**config.mk**
```make
export PLATFORM = sky130hd
export DESIGN_NAME = irda_rxfifo_arbiter_flat
export DESIGN_NICKNAME = d
export VERILOG_FILES = /design/src/rtl/irda_rxfifo_arbiter_pkg.sv /design/src/rtl/irda_rxfifo_arbiter_if.sv /design/src/rtl/irda_rx_hold_buf.sv /design/src/rtl/irda_rxfifo_arbiter.sv /design/src/flat_wrapper.sv
export SDC_FILE = /design/constraint.sdc
export NUM_CORES = 1
export LEC_CHECK = 0
export BUFFER_PORTS_ARGS = -buffer_cell sky130_fd_sc_hd__buf_2
export CELL_PAD_IN_SITES_DETAIL_PLACEMENT = 0
export CELL_PAD_IN_SITES_GLOBAL_PLACEMENT = 1
export CORE_UTILIZATION = 47
export DETAILED_ROUTE_END_ITERATION = 8
export PLACE_DENSITY_LB_ADDON = 0.05
export SKIP_CTS_REPAIR_TIMING = 1
export SYNTH_ARGS = -nofsm -noshare
export SYNTH_HDL_FRONTEND = slang
export SYNTH_SLANG_ARGS = --single-unit
```
**constraint.sdc**
```tcl
create_clock -name wb_clk_i -period 3.4 [get_ports wb_clk_i]
set_input_delay 0.17 -clock wb_clk_i [delete_from_list [all_inputs] [get_ports wb_clk_i]]
set_output_delay 0.17 -clock wb_clk_i [all_outputs]
set_load 0.03 [all_outputs]
```
**src/rtl/irda_rxfifo_arbiter_pkg.sv**
```systemverilog
// Shared constants, types and helpers for the IrDA RX FIFO write-port arbiter.
package irda_rxfifo_arbiter_pkg;

    localparam int IRDA_FIFO_WIDTH     = 32;
    localparam int IRDA_FIFO_POINTER_W = 4;

    localparam logic [1:0] OWN_NONE = 2'b00;
    localparam logic [1:0] OWN_MIR  = 2'b01;
    localparam logic [1:0] OWN_FIR  = 2'b10;

    typedef enum logic [1:0] {
        ST_IDLE    = 2'b00,
        ST_GNT_MIR = 2'b01,
        ST_GNT_FIR = 2'b10
    } arb_state_t;

    typedef struct packed {
        logic                       eof;
        logic [IRDA_FIFO_WIDTH-1:0] dat;
    } hold_entry_t;

    function automatic logic [1:0] owner_of(input arb_state_t state);
        logic [1:0] own;
        case (state)
            ST_GNT_MIR: own = OWN_MIR;
            ST_GNT_FIR: own = OWN_FIR;
            default:    own = OWN_NONE;
        endcase
        return own;
    endfunction

    function automatic logic [7:0] sat_add8(input logic [7:0] base, input logic [1:0] inc);
        logic [8:0] sum;
        sum = {1'b0, base} + {7'b0, inc};
        return sum[8] ? 8'hFF : sum[7:0];
    endfunction

endpackage

```
**src/rtl/irda_rxfifo_arbiter_if.sv**
```systemverilog
// Receiver-side and RX-FIFO-side signals of the arbiter; slave = arbiter, master = environment.
interface irda_rxfifo_arbiter_if;

    localparam int W  = irda_rxfifo_arbiter_pkg::IRDA_FIFO_WIDTH;
    localparam int PW = irda_rxfifo_arbiter_pkg::IRDA_FIFO_POINTER_W;

    logic          clear_i;
    logic          fir_mode;
    logic [W-1:0]  mir_dat_i;
    logic          mir_add_i;
    logic          mir_eof_i;
    logic [W-1:0]  fir_dat_i;
    logic          fir_add_i;
    logic          fir_eof_i;
    logic [PW:0]   rxfifo_count_i;
    logic          rxfifo_add_o;
    logic [W-1:0]  rxfifo_dat_o;
    logic [1:0]    owner_o;
    logic          drop_o;
    logic [7:0]    drop_cnt_o;

    modport slave (
        input  clear_i, fir_mode,
        input  mir_dat_i, mir_add_i, mir_eof_i,
        input  fir_dat_i, fir_add_i, fir_eof_i,
        input  rxfifo_count_i,
        output rxfifo_add_o, rxfifo_dat_o, owner_o, drop_o, drop_cnt_o
    );

    modport master (
        output clear_i, fir_mode,
        output mir_dat_i, mir_add_i, mir_eof_i,
        output fir_dat_i, fir_add_i, fir_eof_i,
        output rxfifo_count_i,
        input  rxfifo_add_o, rxfifo_dat_o, owner_o, drop_o, drop_cnt_o
    );

endinterface

```
**src/rtl/irda_rx_hold_buf.sv**
```systemverilog
// Two-entry {eof,data} holding buffer; a push on a full buffer is only accepted alongside a pop.
module irda_rx_hold_buf
    import irda_rxfifo_arbiter_pkg::*;
(
    input  logic        i_clk,
    input  logic        i_rst_n,
    input  logic        i_clr,
    input  logic        i_push,
    input  logic        i_pop,
    input  hold_entry_t i_ent,
    output hold_entry_t o_head,
    output logic        o_empty,
    output logic        o_full
);

    hold_entry_t r_ent [2];
    logic        r_rd;
    logic        r_wr;
    logic [1:0]  r_cnt;
    logic        w_pop;
    logic        w_push;

    assign w_pop  = i_pop && (r_cnt != 2'd0);
    assign w_push = i_push && ((r_cnt != 2'd2) || w_pop);

    // Storage, pointers and occupancy.
    always_ff @(posedge i_clk or negedge i_rst_n) begin
        if (!i_rst_n) begin
            r_ent[0] <= '0;
            r_ent[1] <= '0;
            r_rd     <= 1'b0;
            r_wr     <= 1'b0;
            r_cnt    <= 2'd0;
        end else if (i_clr) begin
            r_ent[0] <= '0;
            r_ent[1] <= '0;
            r_rd     <= 1'b0;
            r_wr     <= 1'b0;
            r_cnt    <= 2'd0;
        end else begin
            if (w_push) begin
                r_ent[r_wr] <= i_ent;
                r_wr        <= ~r_wr;
            end
            if (w_pop) begin
                r_rd <= ~r_rd;
            end
            case ({w_push, w_pop})
                2'b10:   r_cnt <= r_cnt + 2'd1;
                2'b01:   r_cnt <= r_cnt - 2'd1;
                default: r_cnt <= r_cnt;
            endcase
        end
    end

    assign o_head  = r_ent[r_rd];
    assign o_empty = (r_cnt == 2'd0);
    assign o_full  = (r_cnt == 2'd2);

endmodule

```
**src/rtl/irda_rxfifo_arbiter.sv**
```systemverilog
// Frame-locked arbiter draining the MIR and FIR holding buffers into the shared RX FIFO write port.
module irda_rxfifo_arbiter
    import irda_rxfifo_arbiter_pkg::*;
#(
    parameter int FIFO_DEPTH = 16,
    parameter int TIMEOUT    = 255
) (
    input  logic                  wb_clk_i,
    input  logic                  wb_rst_i,
    irda_rxfifo_arbiter_if.slave  bus
);

    localparam int               PW        = IRDA_FIFO_POINTER_W;
    localparam logic [PW:0]      DEPTH_C   = (PW+1)'(FIFO_DEPTH);
    localparam logic [7:0]       TO_LAST_C = 8'(TIMEOUT - 1);

    hold_entry_t                 w_mir_in, w_fir_in, w_mir_head, w_fir_head, w_own_head;
    logic                        w_mir_empty, w_fir_empty, w_mir_full, w_fir_full;
    logic                        w_mir_drop, w_fir_drop;
    logic                        w_pop_mir, w_pop_fir, w_push;
    logic                        w_own_ne, w_own_strobe, w_room;
    logic [PW:0]                 w_level;
    arb_state_t                  r_state, w_state_nxt;
    logic [7:0]                  r_to, w_to_nxt;
    logic                        r_add;
    logic [IRDA_FIFO_WIDTH-1:0]  r_dat;
    logic [1:0]                  r_owner;
    logic                        r_drop;
    logic [7:0]                  r_drop_cnt;

    assign w_mir_in = '{eof: bus.mir_eof_i, dat: bus.mir_dat_i};
    assign w_fir_in = '{eof: bus.fir_eof_i, dat: bus.fir_dat_i};

    irda_rx_hold_buf u_mir_buf (
        .i_clk   (wb_clk_i),
        .i_rst_n (wb_rst_i),
        .i_clr   (bus.clear_i),
        .i_push  (bus.mir_add_i),
        .i_pop   (w_pop_mir),
        .i_ent   (w_mir_in),
        .o_head  (w_mir_head),
        .o_empty (w_mir_empty),
        .o_full  (w_mir_full)
    );

    irda_rx_hold_buf u_fir_buf (
        .i_clk   (wb_clk_i),
        .i_rst_n (wb_rst_i),
        .i_clr   (bus.clear_i),
        .i_push  (bus.fir_add_i),
        .i_pop   (w_pop_fir),
        .i_ent   (w_fir_in),
        .o_head  (w_fir_head),
        .o_empty (w_fir_empty),
        .o_full  (w_fir_full)
    );

    // The level includes the push still registered on rxfifo_add_o, which the FIFO has not counted yet.
    assign w_level    = bus.rxfifo_count_i + {{PW{1'b0}}, r_add};
    assign w_room     = (w_level < DEPTH_C);
    assign w_mir_drop = bus.mir_add_i && w_mir_full && !w_pop_mir;
    assign w_fir_drop = bus.fir_add_i && w_fir_full && !w_pop_fir;

    // View of the buffer that currently owns the FIFO port.
    always_comb begin
        w_own_head   = '0;
        w_own_ne     = 1'b0;
        w_own_strobe = 1'b0;
        case (r_state)
            ST_GNT_MIR: begin
                w_own_head   = w_mir_head;
                w_own_ne     = !w_mir_empty;
                w_own_strobe = bus.mir_add_i;
            end
            ST_GNT_FIR: begin
                w_own_head   = w_fir_head;
                w_own_ne     = !w_fir_empty;
                w_own_strobe = bus.fir_add_i;
            end
            default: begin
                w_own_head   = '0;
                w_own_ne     = 1'b0;
                w_own_strobe = 1'b0;
            end
        endcase
    end

    // Grant selection, push decision and idle timeout.
    always_comb begin
        w_state_nxt = r_state;
        w_to_nxt    = r_to;
        w_push      = 1'b0;
        w_pop_mir   = 1'b0;
        w_pop_fir   = 1'b0;
        case (r_state)
            ST_IDLE: begin
                w_to_nxt = 8'd0;
                if (!w_mir_empty && !w_fir_empty) begin
                    w_state_nxt = bus.fir_mode ? ST_GNT_FIR : ST_GNT_MIR;
                end else if (!w_mir_empty) begin
                    w_state_nxt = ST_GNT_MIR;
                end else if (!w_fir_empty) begin
                    w_state_nxt = ST_GNT_FIR;
                end else begin
                    w_state_nxt = ST_IDLE;
                end
            end
            ST_GNT_MIR, ST_GNT_FIR: begin
                w_push    = w_own_ne && w_room;
                w_pop_mir = w_push && (r_state == ST_GNT_MIR);
                w_pop_fir = w_push && (r_state == ST_GNT_FIR);
                if (w_own_ne || w_own_strobe) begin
                    w_to_nxt = 8'd0;
                end else if (r_to == TO_LAST_C) begin
                    w_to_nxt    = 8'd0;
                    w_state_nxt = ST_IDLE;
                end else begin
                    w_to_nxt = r_to + 8'd1;
                end
                if (w_push && w_own_head.eof) begin
                    w_state_nxt = ST_IDLE;
                end else begin
                    w_state_nxt = w_state_nxt;
                end
            end
            default: begin
                w_state_nxt = ST_IDLE;
                w_to_nxt    = 8'd0;
            end
        endcase
    end

    // Arbiter state, registered FIFO port and drop accounting.
    always_ff @(posedge wb_clk_i or negedge wb_rst_i) begin
        if (!wb_rst_i) begin
            r_state    <= ST_IDLE;
            r_to       <= 8'd0;
            r_add      <= 1'b0;
            r_dat      <= '0;
            r_owner    <= OWN_NONE;
            r_drop     <= 1'b0;
            r_drop_cnt <= 8'd0;
        end else if (bus.clear_i) begin
            r_state    <= ST_IDLE;
            r_to       <= 8'd0;
            r_add      <= 1'b0;
            r_dat      <= '0;
            r_owner    <= OWN_NONE;
            r_drop     <= 1'b0;
            r_drop_cnt <= 8'd0;
        end else begin
            r_state    <= w_state_nxt;
            r_to       <= w_to_nxt;
            r_add      <= w_push;
            r_owner    <= owner_of(w_state_nxt);
            r_drop     <= w_mir_drop || w_fir_drop;
            r_drop_cnt <= sat_add8(r_drop_cnt, {1'b0, w_mir_drop} + {1'b0, w_fir_drop});
            if (w_push) begin
                r_dat <= w_own_head.dat;
            end
        end
    end

    assign bus.rxfifo_add_o = r_add;
    assign bus.rxfifo_dat_o = r_dat;
    assign bus.owner_o      = r_owner;
    assign bus.drop_o       = r_drop;
    assign bus.drop_cnt_o   = r_drop_cnt;

endmodule
```
**src/flat_wrapper.sv**
```systemverilog
// flat-port wrapper written by rule: the top's interface ports become plain ports
module irda_rxfifo_arbiter_flat import irda_rxfifo_arbiter_pkg::*;
#(
    parameter int FIFO_DEPTH = 16,
    parameter int TIMEOUT    = 255
)
  (wb_clk_i, wb_rst_i, bus_clear_i, bus_fir_mode, bus_mir_dat_i, bus_mir_add_i, bus_mir_eof_i, bus_fir_dat_i, bus_fir_add_i, bus_fir_eof_i, bus_rxfifo_count_i, bus_rxfifo_add_o, bus_rxfifo_dat_o, bus_owner_o, bus_drop_o, bus_drop_cnt_o);
  irda_rxfifo_arbiter_if bus_i ();
  input  logic wb_clk_i;
  input  logic wb_rst_i;
  input wire logic [$bits(bus_i.clear_i)-1:0] bus_clear_i;
  input wire logic [$bits(bus_i.fir_mode)-1:0] bus_fir_mode;
  input wire logic [$bits(bus_i.mir_dat_i)-1:0] bus_mir_dat_i;
  input wire logic [$bits(bus_i.mir_add_i)-1:0] bus_mir_add_i;
  input wire logic [$bits(bus_i.mir_eof_i)-1:0] bus_mir_eof_i;
  input wire logic [$bits(bus_i.fir_dat_i)-1:0] bus_fir_dat_i;
  input wire logic [$bits(bus_i.fir_add_i)-1:0] bus_fir_add_i;
  input wire logic [$bits(bus_i.fir_eof_i)-1:0] bus_fir_eof_i;
  input wire logic [$bits(bus_i.rxfifo_count_i)-1:0] bus_rxfifo_count_i;
  output wire logic [$bits(bus_i.rxfifo_add_o)-1:0] bus_rxfifo_add_o;
  output wire logic [$bits(bus_i.rxfifo_dat_o)-1:0] bus_rxfifo_dat_o;
  output wire logic [$bits(bus_i.owner_o)-1:0] bus_owner_o;
  output wire logic [$bits(bus_i.drop_o)-1:0] bus_drop_o;
  output wire logic [$bits(bus_i.drop_cnt_o)-1:0] bus_drop_cnt_o;
  assign bus_i.clear_i = bus_clear_i;
  assign bus_i.fir_mode = bus_fir_mode;
  assign bus_i.mir_dat_i = bus_mir_dat_i;
  assign bus_i.mir_add_i = bus_mir_add_i;
  assign bus_i.mir_eof_i = bus_mir_eof_i;
  assign bus_i.fir_dat_i = bus_fir_dat_i;
  assign bus_i.fir_add_i = bus_fir_add_i;
  assign bus_i.fir_eof_i = bus_fir_eof_i;
  assign bus_i.rxfifo_count_i = bus_rxfifo_count_i;
  assign bus_rxfifo_add_o = bus_i.rxfifo_add_o;
  assign bus_rxfifo_dat_o = bus_i.rxfifo_dat_o;
  assign bus_owner_o = bus_i.owner_o;
  assign bus_drop_o = bus_i.drop_o;
  assign bus_drop_cnt_o = bus_i.drop_cnt_o;
  irda_rxfifo_arbiter #(.FIFO_DEPTH(FIFO_DEPTH), .TIMEOUT(TIMEOUT)) u_core (.wb_clk_i(wb_clk_i), .wb_rst_i(wb_rst_i), .bus(bus_i));
endmodule
```
# Yosys cells after proc, flatten, opt, wreduce, memory -nomap -nowiden
# Index checks and enable logic that the tools add are counted.
dict set report totals {
  register_bits 194
  inputBits 77
  output_inout_bits 44
  word_cells 148
}
dict set report op_classes {
  addsub 8
  n_lt_le_gt_ge 7
  n_eq_ne 13
  mux 55
  n_bitwise 8
  reduce_logical 36
}
# op n
set op_table {}
lappend op_table {{$mux 33} 8}
lappend op_table {{$mux 66} 4}
lappend op_table {{$bwmux 66} 2}
lappend op_table {{$demux 33 s1} 2}
lappend op_table {{$pmux 33 s2} 1}
lappend op_table {{$mux 32} 2}
lappend op_table {{$mux 8} 6}
lappend op_table {{$mux 2} 11}
lappend op_table {{$pmux 2 s2} 4}
lappend op_table {{$logic_and 1x1->1} 15}
lappend op_table {{$reduce_bool 2->1} 7}
lappend op_table {{$mux 1} 13}
lappend op_table {{$eq 2x2->1 const B} 6}
lappend op_table {{$add 8x2->9} 1}
lappend op_table {{$add 8x1->8 const B} 1}
lappend op_table {{$eq 2x1->1 const B} 4}
lappend op_table {{$eq 8x8->1 const B} 1}
lappend op_table {{$ge 2x2->1 const B} 4}
lappend op_table {{$not 1->2} 4}
lappend op_table {{$logic_not 2->1} 3}
lappend op_table {{$reduce_bool 3->1} 2}
lappend op_table {{$add 5x1->5} 1}
lappend op_table {{$lt 5x5->1 const B} 1}
lappend op_table {{$add 2x1->2 const B} 2}
lappend op_table {{other kinds (9)} 22}

# Depth between registers and ports, before layout
# Gate-level depths: netlist (run 1).
dict set report depth {
  ltp_word 12
  mapped_depth 14
  depth_no_buf 12
}

# Hierarchy
# From an unflattened synthesis (run 1), not the netlist that was laid out.
dict set report hier_totals {
  hier_cells 701
  area_unflattened_um2 8888.5
}
# mod n_inst cells_each area_per_inst_um2 seq_area_each_um2
set modules_own_cells {}
lappend modules_own_cells {irda_rx_hold_buf 2 215 3072.9 1751.7}
lappend modules_own_cells {irda_rxfifo_arbiter 1 271 2742.6 1351.3}

# Least setup slack after synthesis (run 1)
# OpenSTA, ideal clock, no wires.
dict set report synth_path {
  path_kind {reg2reg}
  from {reg u_core.r_state[0]}
  to {reg u_core.r_drop_cnt[4], in the netlist u_core.bus.drop_cnt_o[4]}
  setup_time_ns 0.078
  t_arrival_ns 2.865
  t_required_ns 3.322
  path_slack_ns 0.457
  stages_incl_launch_ff 13
  n_path_buf 1
  cell_sequence {dfrtp_1 inv_1 ha_1 o211ai_1 a22oi_1 and2_1 clkbuf_1 a211oi_1 fa_1 ha_1 and4_1 or2_2 a21oi_1}
}
dict set report synth_between {
  elab_chain_cells 11
  word_cells_on_any_way 17
  classes_between {add/sub: 2; eq/ne: 2; mux: 5; reduce/logical: 8}
}
# element line_no
set synth_rtl {}
lappend synth_rtl {{start: declaration} irda_rxfifo_arbiter.sv:23} ;# arb_state_t r_state, w_state_nxt;
lappend synth_rtl {{start signal: assignment} irda_rxfifo_arbiter.sv:152} ;# r_state <= w_state_nxt;
lappend synth_rtl {{$eq 2x2->1 / $eq 2x1->1 (equally long branches)} --}
lappend synth_rtl {{$pmux 1 s2} irda_rxfifo_arbiter.sv:69} ;# case (r_state)
lappend synth_rtl {{$logic_and 1x1->1} irda_rxfifo_arbiter.sv:109} ;# w_push = w_own_ne && w_room;
lappend synth_rtl {{$logic_and 1x1->1 (on tied branches)} {irda_rxfifo_arbiter.sv:110, irda_rxfifo_arbiter.sv:111}}
lappend synth_rtl {{$mux 1} irda_rxfifo_arbiter.sv:95} ;# case (r_state)
lappend synth_rtl {{$logic_not 1->1 (on tied branches)} {irda_rxfifo_arbiter.sv:61, irda_rxfifo_arbiter.sv:62}}
lappend synth_rtl {{$logic_and 1x1->1 (on tied branches)} {irda_rxfifo_arbiter.sv:61, irda_rxfifo_arbiter.sv:62}}
lappend synth_rtl {{$add 1x1->2 *} irda_rxfifo_arbiter.sv:157} ;# r_drop_cnt <= sat_add8(r_drop_cnt, {1'b0, w_mir_drop} + {1'b0, w_fir_drop});
lappend synth_rtl {{$add 8x2->9 *} irda_rxfifo_arbiter_pkg.sv:34} ;# sum = {1'b0, base} + {7'b0, inc};
lappend synth_rtl {{$mux 8 *} irda_rxfifo_arbiter_pkg.sv:35} ;# return sum[8] ? 8'hFF : sum[7:0];
lappend synth_rtl {{$mux 8 *} irda_rxfifo_arbiter.sv:143} ;# end else if (bus.clear_i) begin
lappend synth_rtl {{end signal: assignment} irda_rxfifo_arbiter.sv:157}
lappend synth_rtl {{end: declaration} irda_rxfifo_arbiter.sv:29} ;# logic [7:0] r_drop_cnt;
# Every way passes the cells marked *; elsewhere a longest branch is shown, timed or not.
# A chain may end at the register's enable or synchronous reset.

# Worst setup path after layout (run 1)
dict set report layout_path {
  from {reg u_core.r_state[1]}
  to {reg u_core.r_drop_cnt[4], in the netlist u_core.bus.drop_cnt_o[4]}
}
# The elaborated chain is that of the path after synthesis.

==> results.cfg, run 1 <==
[clocking]
tritoncts = built
clkLatencyLatePin_ns = 0.42
cts.reportedPaths.clkPinSlew_ns = 0.07
clock-sinks = 194
cts_made_buffers = 17
clk_path_buf_depth = 2
root_buffer = clkbuf_16
htree_levels = 4

[global_routing]
antenna_found_initial = 0
grt_max_degree = 104
overflow = 0
grt_pass1_vias = 6874
groute.usage.overall_pct = 23.5
grt_pass1_wl_um = 36700

[worst_hold_path]
hold_path_class = input port to flop
holdPathStages = 2

[worst_setup_path]
cp-end-kind = flop
crit_type = flop to flop
required_ns = 3.75
crit_fanout = 8
r2r_cells = 11
start_kind = flop
critPathArrivalTime_ns = 3.52

[sta]
fin_worst_skew_ns = 0.00931
fmax_ghz = 0.315
final.setup.tns_ns = 0
slew_viol_final = 0
relSlewSlack_pct = 45.2
period_needed_ns = 3.18
rsz0062_at_grt = false
setup_violations = 0
fin_ws_ns = 0.224
worstMarginPinSlew_ns = 0.821
period_share_pct = 93.4
hold_viol = 0
hold_ws_ns = 0.00390

[routing]
drt_first_pass_iters = 6
via_count = 6701
drt_iter0_markers = 443
wl_per_cell_um = 19.3
via_per_inst = 5.62
ant_nets = 0
drt_wl_total_um = 23100
drc_errors = 0

[run]
maxCapViolCount = 0

[floorplan]
pin_count = 121
start_util_pct = 48.1
die_area_um2 = 20600
coreArea_um2 = 19600
die_w_um = 144
die_y_um = 144
rows = 51

[logic_synthesis]
synth_edf_count = 0
ys_ff_latch = 194
yosysTopAreaCellShare_pct = 51.5
syn_nets = 888
synth_cells = 803
async_reset_ff_share_pct = 100
avgSynthCellArea_um2 = 11.7
seq_area_frac_synth_pct = 51.5
ys_top_cells_by_count = dfrtp_1, nand2b_1, a22o_1, mux2i_1, mux2_2
syn_area_um2 = 9420
synth-main-ff-cell = dfrtp_1
synth_top_cell_by_area = dfrtp_1
synth_warnings = 0
synth_cell_types = 51
yosysMostFrequentCell = dfrtp_1
synthTopCellsByArea = dfrtp_1, mux2_2, mux2i_1, nand2b_1, a22o_1

[pwr]
leakagePower_nw = 5.26
power_density_nw_per_um2 = 469
ir_worst_vdd_uv = 333

[placement]
dp_cells = 1136
gp_congestion = 0.784
portBuffers = 120
dp_slack_ns = 0.260
hpwlAfterDp_um = 14000

[cells_and_area]
stdcell_count = 1193
drive_gt1_share_pct = 26.5
layout.nets = 1000
fin_util_pct = 56.3
diodes = 0
area_growth_pct = 17.0

[run_status]
outcome = finished clean
## state kept, by name, summed over array words and instances, names as in the netlist
| signal | cells |
|---|---|
| u_core.u_mir_buf.r_wr | 1 |
| u_core.bus.rxfifo_dat_o | 32 |
| u_core.r_to | 8 |
| u_core.bus.drop_cnt_o | 8 |
| u_core.u_fir_buf.r_rd | 1 |
| u_core.u_mir_buf.r_ent | 66 |
| u_core.r_state | 2 |
| u_core.u_mir_buf.r_cnt | 2 |
| u_core.u_fir_buf.r_wr | 1 |
| u_core.u_mir_buf.r_rd | 1 |
| u_core.bus.rxfifo_add_o | 1 |
| u_core.bus.drop_o | 1 |
| u_core.bus.owner_o | 2 |
| u_core.u_fir_buf.r_cnt | 2 |
| u_core.u_fir_buf.r_ent | 66 |
## placed cells by master (no fill, tap or decap), drive strengths merged, types with 25 or more instances in the layout
cell         netlist  final
a211oi            36     36
dlygate4sd3        0     25
mux2i             67     67
dfrtp            194    194
nor2              50     50
nand2b           100    100
clkbuf            34     25
buf               33    134
a22oi             33     33
a22o              68     68
mux2              66     66
## metrics by stage
step	area (µm²)	power (mW)
after detailed placement	10200	3.15
final	11000	5.17
after floorplan	9420	2.92
after global routing	11000	5.37
after global placement	10200	3.13
after CTS	10800	5.18
## critical path, cell delays in order (launching register included)
cell and delay, ns:
dfrtp_1 0.43, inv_1 0.09, ha_1 0.42, nand2_1 0.15
o21bai_1 0.20, o31ai_1 0.33, nor2_1 0.13, fa_1 0.42
ha_1 0.23, and4_1 0.26, or2_2 0.30, a21oi_1 0.13
## where the power goes
part           leakage, nW  internal, mW  switching, mW  total [mW]
Combinational         2.33         0.274          0.362       0.637
Sequential            2.65          2.42         0.0716        2.49
Clock                0.282          1.16          0.878        2.04
## logic make-up after synthesis
family,after synthesis,share of synthesized area (%)
and+or+nand+nor,201,12.0
DFF,194,51.5
AOI/OAI and AO/OA,176,14.8
muxes,133,15.0
buffers and inverters,78,4.26
xor gates and xnor gates,13,1.21
adders and majority gates,8,1.14
## cell type report
type	instances	area, µm²
multi-input combinational	531	4180
sequential	194	4860
clock buffer	24	492
tap	265	332
inverter	11	41.3
fill	1695	8560
timing repair buffer	160	1020
clock inverter	8	101
## worst paths after layout
check / from / endpoint / slack, ns
max: u_core.r_state[1]$_DFF_PN0_ / u_core.bus.drop_cnt_o[4]$_DFF_PN0_ / 0.22
min: bus_mir_dat_i[28] / u_core.u_mir_buf.r_ent[61]$_DFFE_PN0P_ / 0.004
max reg2reg: u_core.r_state[1]$_DFF_PN0_ / u_core.bus.drop_cnt_o[4]$_DFF_PN0_ / 0.22
min reg2reg: u_core.u_mir_buf.r_ent[7]$_DFFE_PN0P_ / u_core.u_mir_buf.r_ent[7]$_DFFE_PN0P_ / 0.50
max in group asynchronous: wb_rst_i / u_core.u_mir_buf.r_ent[54]$_DFFE_PN0P_ / 2.01
min in group asynchronous: wb_rst_i / u_core.bus.rxfifo_add_o$_DFF_PN0_ / 0.41
## metal layers
layer	up-vias	global-route usage, %	part of all wire (%)
met1	3428	31.2	47
met5	-	0	0
met4	0	6.38	1.1
li1	3115	-	-
met2	140	39.1	49
met3	18	4.53	3.0
No activity file was read; power rests on OpenSTA's default activity.
==> run 2, diff against run 1 <==
ABC_AREA = 1   (was not set)
CAP_MARGIN = 20   (was not set)
CORE_UTILIZATION = 43   (was 47)
==> results.cfg, run 2 <==
[worst_setup_path]
required_ns = 3.73
critPathArrivalTime_ns = 3.29
r2r_cells = 17
crit_type = flop to flop
r2r_start = u_core.r_state[1]$_DFF_PN0_
r2r_slack_ns = 0.45
r2r-end = u_core.bus.drop_cnt_o[5]$_DFF_PN0_
crit_fanout = 6
start_kind = flop
cp-end-kind = flop

[sta]
fmax_ghz = 0.339
period_share_pct = 86.9
period_needed_ns = 2.95
slew_viol_final = 0
setup_violations = 0
rsz0062_at_grt = false
hold_viol = 7
final.setup.tns_ns = 0
relSlewSlack_pct = 27.3
hold_ws_ns = -0.0122
fin_ws_ns = 0.447
fin_worst_skew_ns = 0.00986
worstMarginPinSlew_ns = 1.09

[floorplan]
die_w_um = 146
die_area_um2 = 21400
die_y_um = 146
rows = 52
coreArea_um2 = 20400
pin_count = 121
start_util_pct = 44.0

[global_routing]
overflow = 0
use_met3_pct = 3.97
grt_pass1_vias = 7440
met2_usage_pct = 41.0
groute.usage.overall_pct = 25.3
grt_max_degree = 98
antenna_found_initial = 0
use_met1_pct = 36.1
grt_pass1_wl_um = 41500
busiest_layer = met2

[clocking]
cts_made_buffers = 17
cts.reportedPaths.clkPinSlew_ns = 0.07
tritoncts = built
root_buffer = clkbuf_16
htree_levels = 4
clock-sinks = 194
clk_path_buf_depth = 2
clkLatencyLatePin_ns = 0.44

[pwr]
p_sw_share_pct = 28.3
leakagePower_nw = 6.00
power_frac_clock_pct = 39.1
pwr-share-comb_pct = 12.1
internal_power_mw = 3.70
ir_worst_vdd_uv = 325
switchingPower_mw = 1.46
power_density_nw_per_um2 = 472
seqPwrFrac_pct = 48.8

[cells_and_area]
multi_input_area_um2 = 3650
final_common_cell = nand2_1
drive_gt1_share_pct = 15.3
regArea_um2 = 4850
layout_common_cells = nand2_1, dfrtp_1, buf_2
fin_util_pct = 53.7
diodes = 0
stdcell_count = 1538
layout.nets = 1340
nFillCells = 2012
area_growth_pct = 22.1

[routing]
drt_iter0_markers = 516
ant_nets = 0
via_count = 7932
drt_first_pass_iters = 6
wl_per_cell_um = 17.2
drc_errors = 0
via_per_inst = 5.16
drt_wl_total_um = 26500

[logic_synthesis]
syn_nets = 1184
synth_warnings = 0
synth_cell_types = 33
yosysTopAreaCellShare_pct = 54.2
synth-main-ff-cell = dfrtp_1
yosysMostFrequentCell = nand2_1
ys_top_cells_by_count = nand2_1, dfrtp_1, nand3_1, nor2_1, o21ai_0
synth_cells = 1099
synth_edf_count = 0
avgSynthCellArea_um2 = 8.16
syn_area_um2 = 8960
ys_ff_latch = 194
seq_area_frac_synth_pct = 54.2
synthTopCellsByArea = dfrtp_1, nand2_1, nand3_1, o21ai_0, nor2_1
synth_top_cell_by_area = dfrtp_1
async_reset_ff_share_pct = 100

[placement]
portBuffers = 120
hpwlAfterDp_um = 15900
dp_cells = 1449
gp_congestion = 0.774
dp_slack_ns = 0.475

[worst_hold_path]
holdPathEnd = u_core.u_mir_buf.r_ent[37]$_DFFE_PN0P_
min_from = bus_mir_dat_i[4]
hold_path_class = input port to flop
holdPathStages = 3

[run_status]
outcome = finished, violations left
violations = negative hold slack

[run]
maxCapViolCount = 0
-- run 2: changes by cell type after synthesis, sizes merged, moves of 23 or more --
| cell | previous run | this run |
|---|---|---|
| nand2 | 9 | 434 |
| nand3 | 11 | 114 |
| nand2b | 100 | 0 |
| o21ai | 4 | 75 |
| a22o | 68 | 0 |
| mux2i | 67 | 0 |
| mux2 | 66 | 0 |
| nor2 | 50 | 104 |
| a211oi | 36 | 0 |
| o22ai | 0 | 34 |
| a22oi | 33 | 0 |
| inv | 11 | 34 |
-- run 2: per-layer routing --
layer / wire length [µm] / vias up
met5: 0 / -
met4: 212 / 0
met3: 1230 / 21
met2: 12400 / 187
met1: 12600 / 3867
li1: - / 3857
-- run 2: power by group through the flow --
stage | Sequential, mW | Clock [mW] | Combinational, mW
floorplan | 2.55 | 0 | 0.339
global placement | 2.56 | 0 | 0.579
detailed placement | 2.56 | 0 | 0.582
CTS | 2.51 | 2.06 | 0.583
global route | 2.53 | 2.16 | 0.693
finish | 2.52 | 2.02 | 0.627
-- run 2: through the flow --
stage	total power [mW]	area, µm²
2_1_floorplan	2.89	8960
3_3_place_gp	3.13	9790
3_5_place_dp	3.14	9790
4_1_cts	5.16	10400
5_1_grt	5.38	10900
6_report	5.16	10900
-- run 2: kinds of logic after synthesis --
logic type | count (synthesis) | synth area share, %
adder cells (fa/ha/maj) | 8 | 1.20
AO/OA/AOI/OAI | 123 | 7.57
flip-flops | 194 | 54.2
XOR/XNOR | 8 | 0.782
buffers and inverters | 97 | 5.18
AND/OR/NAND/NOR | 669 | 31.1
-- run 2: worst max-delay path by stage --
stage                           startpoint                                  to  slack (ns)  cells past startpoint
3_5_place_dp   u_core.r_state[0]$_DFF_PN0_  u_core.bus.drop_cnt_o[5]$_DFF_PN0_        0.48                     17
4_1_cts        u_core.r_state[0]$_DFF_PN0_  u_core.bus.drop_cnt_o[5]$_DFF_PN0_        0.46                     17
3_3_place_gp   u_core.r_state[0]$_DFF_PN0_  u_core.bus.drop_cnt_o[5]$_DFF_PN0_        0.55                     17
2_1_floorplan  u_core.r_state[0]$_DFF_PN0_  u_core.bus.drop_cnt_o[5]$_DFF_PN0_        0.73                     19
5_1_grt        u_core.r_state[1]$_DFF_PN0_  u_core.bus.drop_cnt_o[5]$_DFF_PN0_        0.04                     17
6_report       u_core.r_state[1]$_DFF_PN0_  u_core.bus.drop_cnt_o[5]$_DFF_PN0_        0.45                     17
-- run 2: cell type report --
class,count,area share (%)
Sequential cell,194,44.4
Multi-Input combinational cell,808,33.4
Timing Repair Buffer,198,12.6
Clock buffer,18,4.01
Tap cell,270,3.09
Clock inverter,14,1.34
Inverter,36,1.24
-- run 2: worst max-delay path: stages (launching register included) --
cell     delay, ns
dfrtp_1       0.42
inv_1         0.08
ha_1          0.40
inv_1         0.14
nor2_4        0.14
nand3_2       0.13
nand2_2       0.12
inv_1         0.04
nand2_1       0.07
inv_1         0.06
fa_1          0.41
ha_1          0.23
nand3_1       0.12
nor3b_1       0.09
nand3_1       0.18
o21ai_0       0.12
nand2_1       0.07
inv_1         0.04
==> run 3, diff against run 2 <==
BUFFER_PORTS_ARGS = not set   (was -buffer_cell sky130_fd_sc_hd__buf_2)
CORE_MARGIN = 2   (was not set)
CORE_UTILIZATION = 47   (was 43)
DONT_BUFFER_PORTS = 1   (was not set)
==> results.cfg, run 3 (synthesis gave the netlist of run 2 again) <==
[run_status]
outcome = finished, violations left
violations = negative hold slack

[clocking]
htree_levels = 4
root_buffer = clkbuf_16
clk_path_buf_depth = 2
clkLatencyLatePin_ns = 0.43
cts.reportedPaths.clkPinSlew_ns = 0.07
cts_made_buffers = 17
tritoncts = built
clock-sinks = 194

[global_routing]
antenna_found_initial = 0
overflow = 0
grt_pass1_vias = 7218
grt_max_degree = 195
groute.usage.overall_pct = 26.2
grt_pass1_wl_um = 40200

[sta]
period_share_pct = 88.7
fmax_ghz = 0.332
setup_violations = 0
slew_viol_final = 0
period_needed_ns = 3.01
rsz0062_at_grt = false
worstMarginPinSlew_ns = 1.10
hold_viol = 195
fin_worst_skew_ns = 0.00847
final.setup.tns_ns = 0
hold_ws_ns = -0.576
fin_ws_ns = 0.385
relSlewSlack_pct = 26.4

[routing]
drt_iter0_markers = 539
wl_per_cell_um = 18.7
drt_first_pass_iters = 5
ant_nets = 0
via_per_inst = 5.46
via_count = 7575
drc_errors = 0
drt_wl_total_um = 25900

[floorplan]
rows = 50
die_w_um = 142
coreArea_um2 = 18700
die_area_um2 = 20200
die_y_um = 142
pin_count = 121
start_util_pct = 47.9

[worst_setup_path]
crit_type = flop to flop
cp_slowest_cell = dfrtp_1
required_ns = 3.77
cp-end-kind = flop
path_buf_inv = 5
max_stage_delay_ns = 0.40
path_cells = inv_1 > ha_1 > inv_1 > nor2_4 > nand3_2 > nand2_2 > inv_1 > nand2_1 > inv_1 > fa_1 > ha_1 > nand3_1 > nor3b_1 > nand3_1 > o21ai_0 > nand2_1 > inv_1
crit_fanout = 6
crit_family = simple AND/OR/NAND/NOR gates
start_kind = flop
critPathArrivalTime_ns = 3.39
cpMostUsedCell = inv_1

[placement]
gp_congestion = 0.791
portBuffers = 0
hpwlAfterDp_um = 14900
dp_slack_ns = 0.443

[pwr]
switchingPower_mw = 1.34
leakagePower_nw = 5.51
power_frac_clock_pct = 42.1
ir_worst_vdd_uv = 322
pwr-share-comb_pct = 10.2
power_density_nw_per_um2 = 505
seqPwrFrac_pct = 47.8
total_power_mw = 5.29
p_sw_share_pct = 25.4
internal_power_mw = 3.95

[cells_and_area]
nFillCells = 1777
diodes = 0
final_common_cell = nand2_1
drive_gt1_share_pct = 5.89
area_growth_pct = 16.9
layout_common_cells = nand2_1, dfrtp_1, nand3_1
layout.nets = 1227

[worst_hold_path]
hold_path_class = input port to asynchronous set/reset pin

[run]
maxCapViolCount = 0
==> run 3: cell count changes in the layout (fill, tap and decap cells not counted), moves of 2 or more <==
cell,change
clkinv_2,+3
bufinv_16,+4
nor2_2,-2
inv_8,-2
o21ai_4,+2
inv_6,-2
dlygate4sd3_1,+12
buf_2,-119
buf_4,-6
nor2_4,+2
clkinv_4,-4
o21ai_2,-2
==> run 3: through the flow <==
stage | area, µm² | util (%) | instances
after global routing | 10500 | 56.0 | 1388
final | 10500 | 56.0 | 1388
after floorplan | 8960 | - | 1099
after global placement | 9090 | 48.6 | 1286
after CTS | 9760 | 52.2 | 1318
after detailed placement | 9110 | 48.7 | 1287
==> run 3: final timing paths <==
path                            slack, ns                                 endpoint  cells after the start                                    from
worst min register to register       0.47   u_core.u_mir_buf.r_ent[40]$_DFFE_PN0P_                      2  u_core.u_mir_buf.r_ent[40]$_DFFE_PN0P_
min in group wb_clk_i               -0.01          u_core.bus.owner_o[0]$_DFF_PN0_                      3                            bus_fir_mode
max in group asynchronous            3.70  u_core.bus.rxfifo_dat_o[16]$_DFFE_PN0P_                      0                                wb_rst_i
worst min-delay path                -0.58    u_core.u_fir_buf.r_cnt[1]$_DFFE_PN0P_                      0                                wb_rst_i
worst max register to register       0.39       u_core.bus.drop_cnt_o[5]$_DFF_PN0_                     17             u_core.r_state[0]$_DFF_PN0_
worst max-delay path                 0.39       u_core.bus.drop_cnt_o[5]$_DFF_PN0_                     17             u_core.r_state[0]$_DFF_PN0_
==> run 3: layout make-up <==
class                      count  area (µm²)  share of cell area (%)
sequential                   194        4850                    46.3
multi-input combinational    808        3680                    35.1
timing repair buffer          85         868                    8.29
clock buffer                  18         439                    4.19
tap                          234         293                    2.80
clock inverter                13         206                    1.97
inverter                      36         135                    1.29
==> run 3: metal layers <==
metal / global-route usage (%) / share of wire [%] / vias up / wire (µm)
met5: 0 / 0 / - / 0
met4: 7.21 / 1.6 / 0 / 405
met3: 6.26 / 5.6 / 32 / 1450
met2: 42.8 / 47 / 209 / 12200
met1: 35.3 / 46 / 3708 / 11900
li1: - / - / 3626 / -
==> run 3: power by group through the flow <==
stage	logic (mW)	clock network [mW]	registers [mW]
detailed placement	0.448	0	2.57
global placement	0.437	0	2.57
global route	0.597	2.34	2.54
floorplan	0.339	0	2.55
finish	0.537	2.23	2.53
CTS	0.448	2.26	2.53
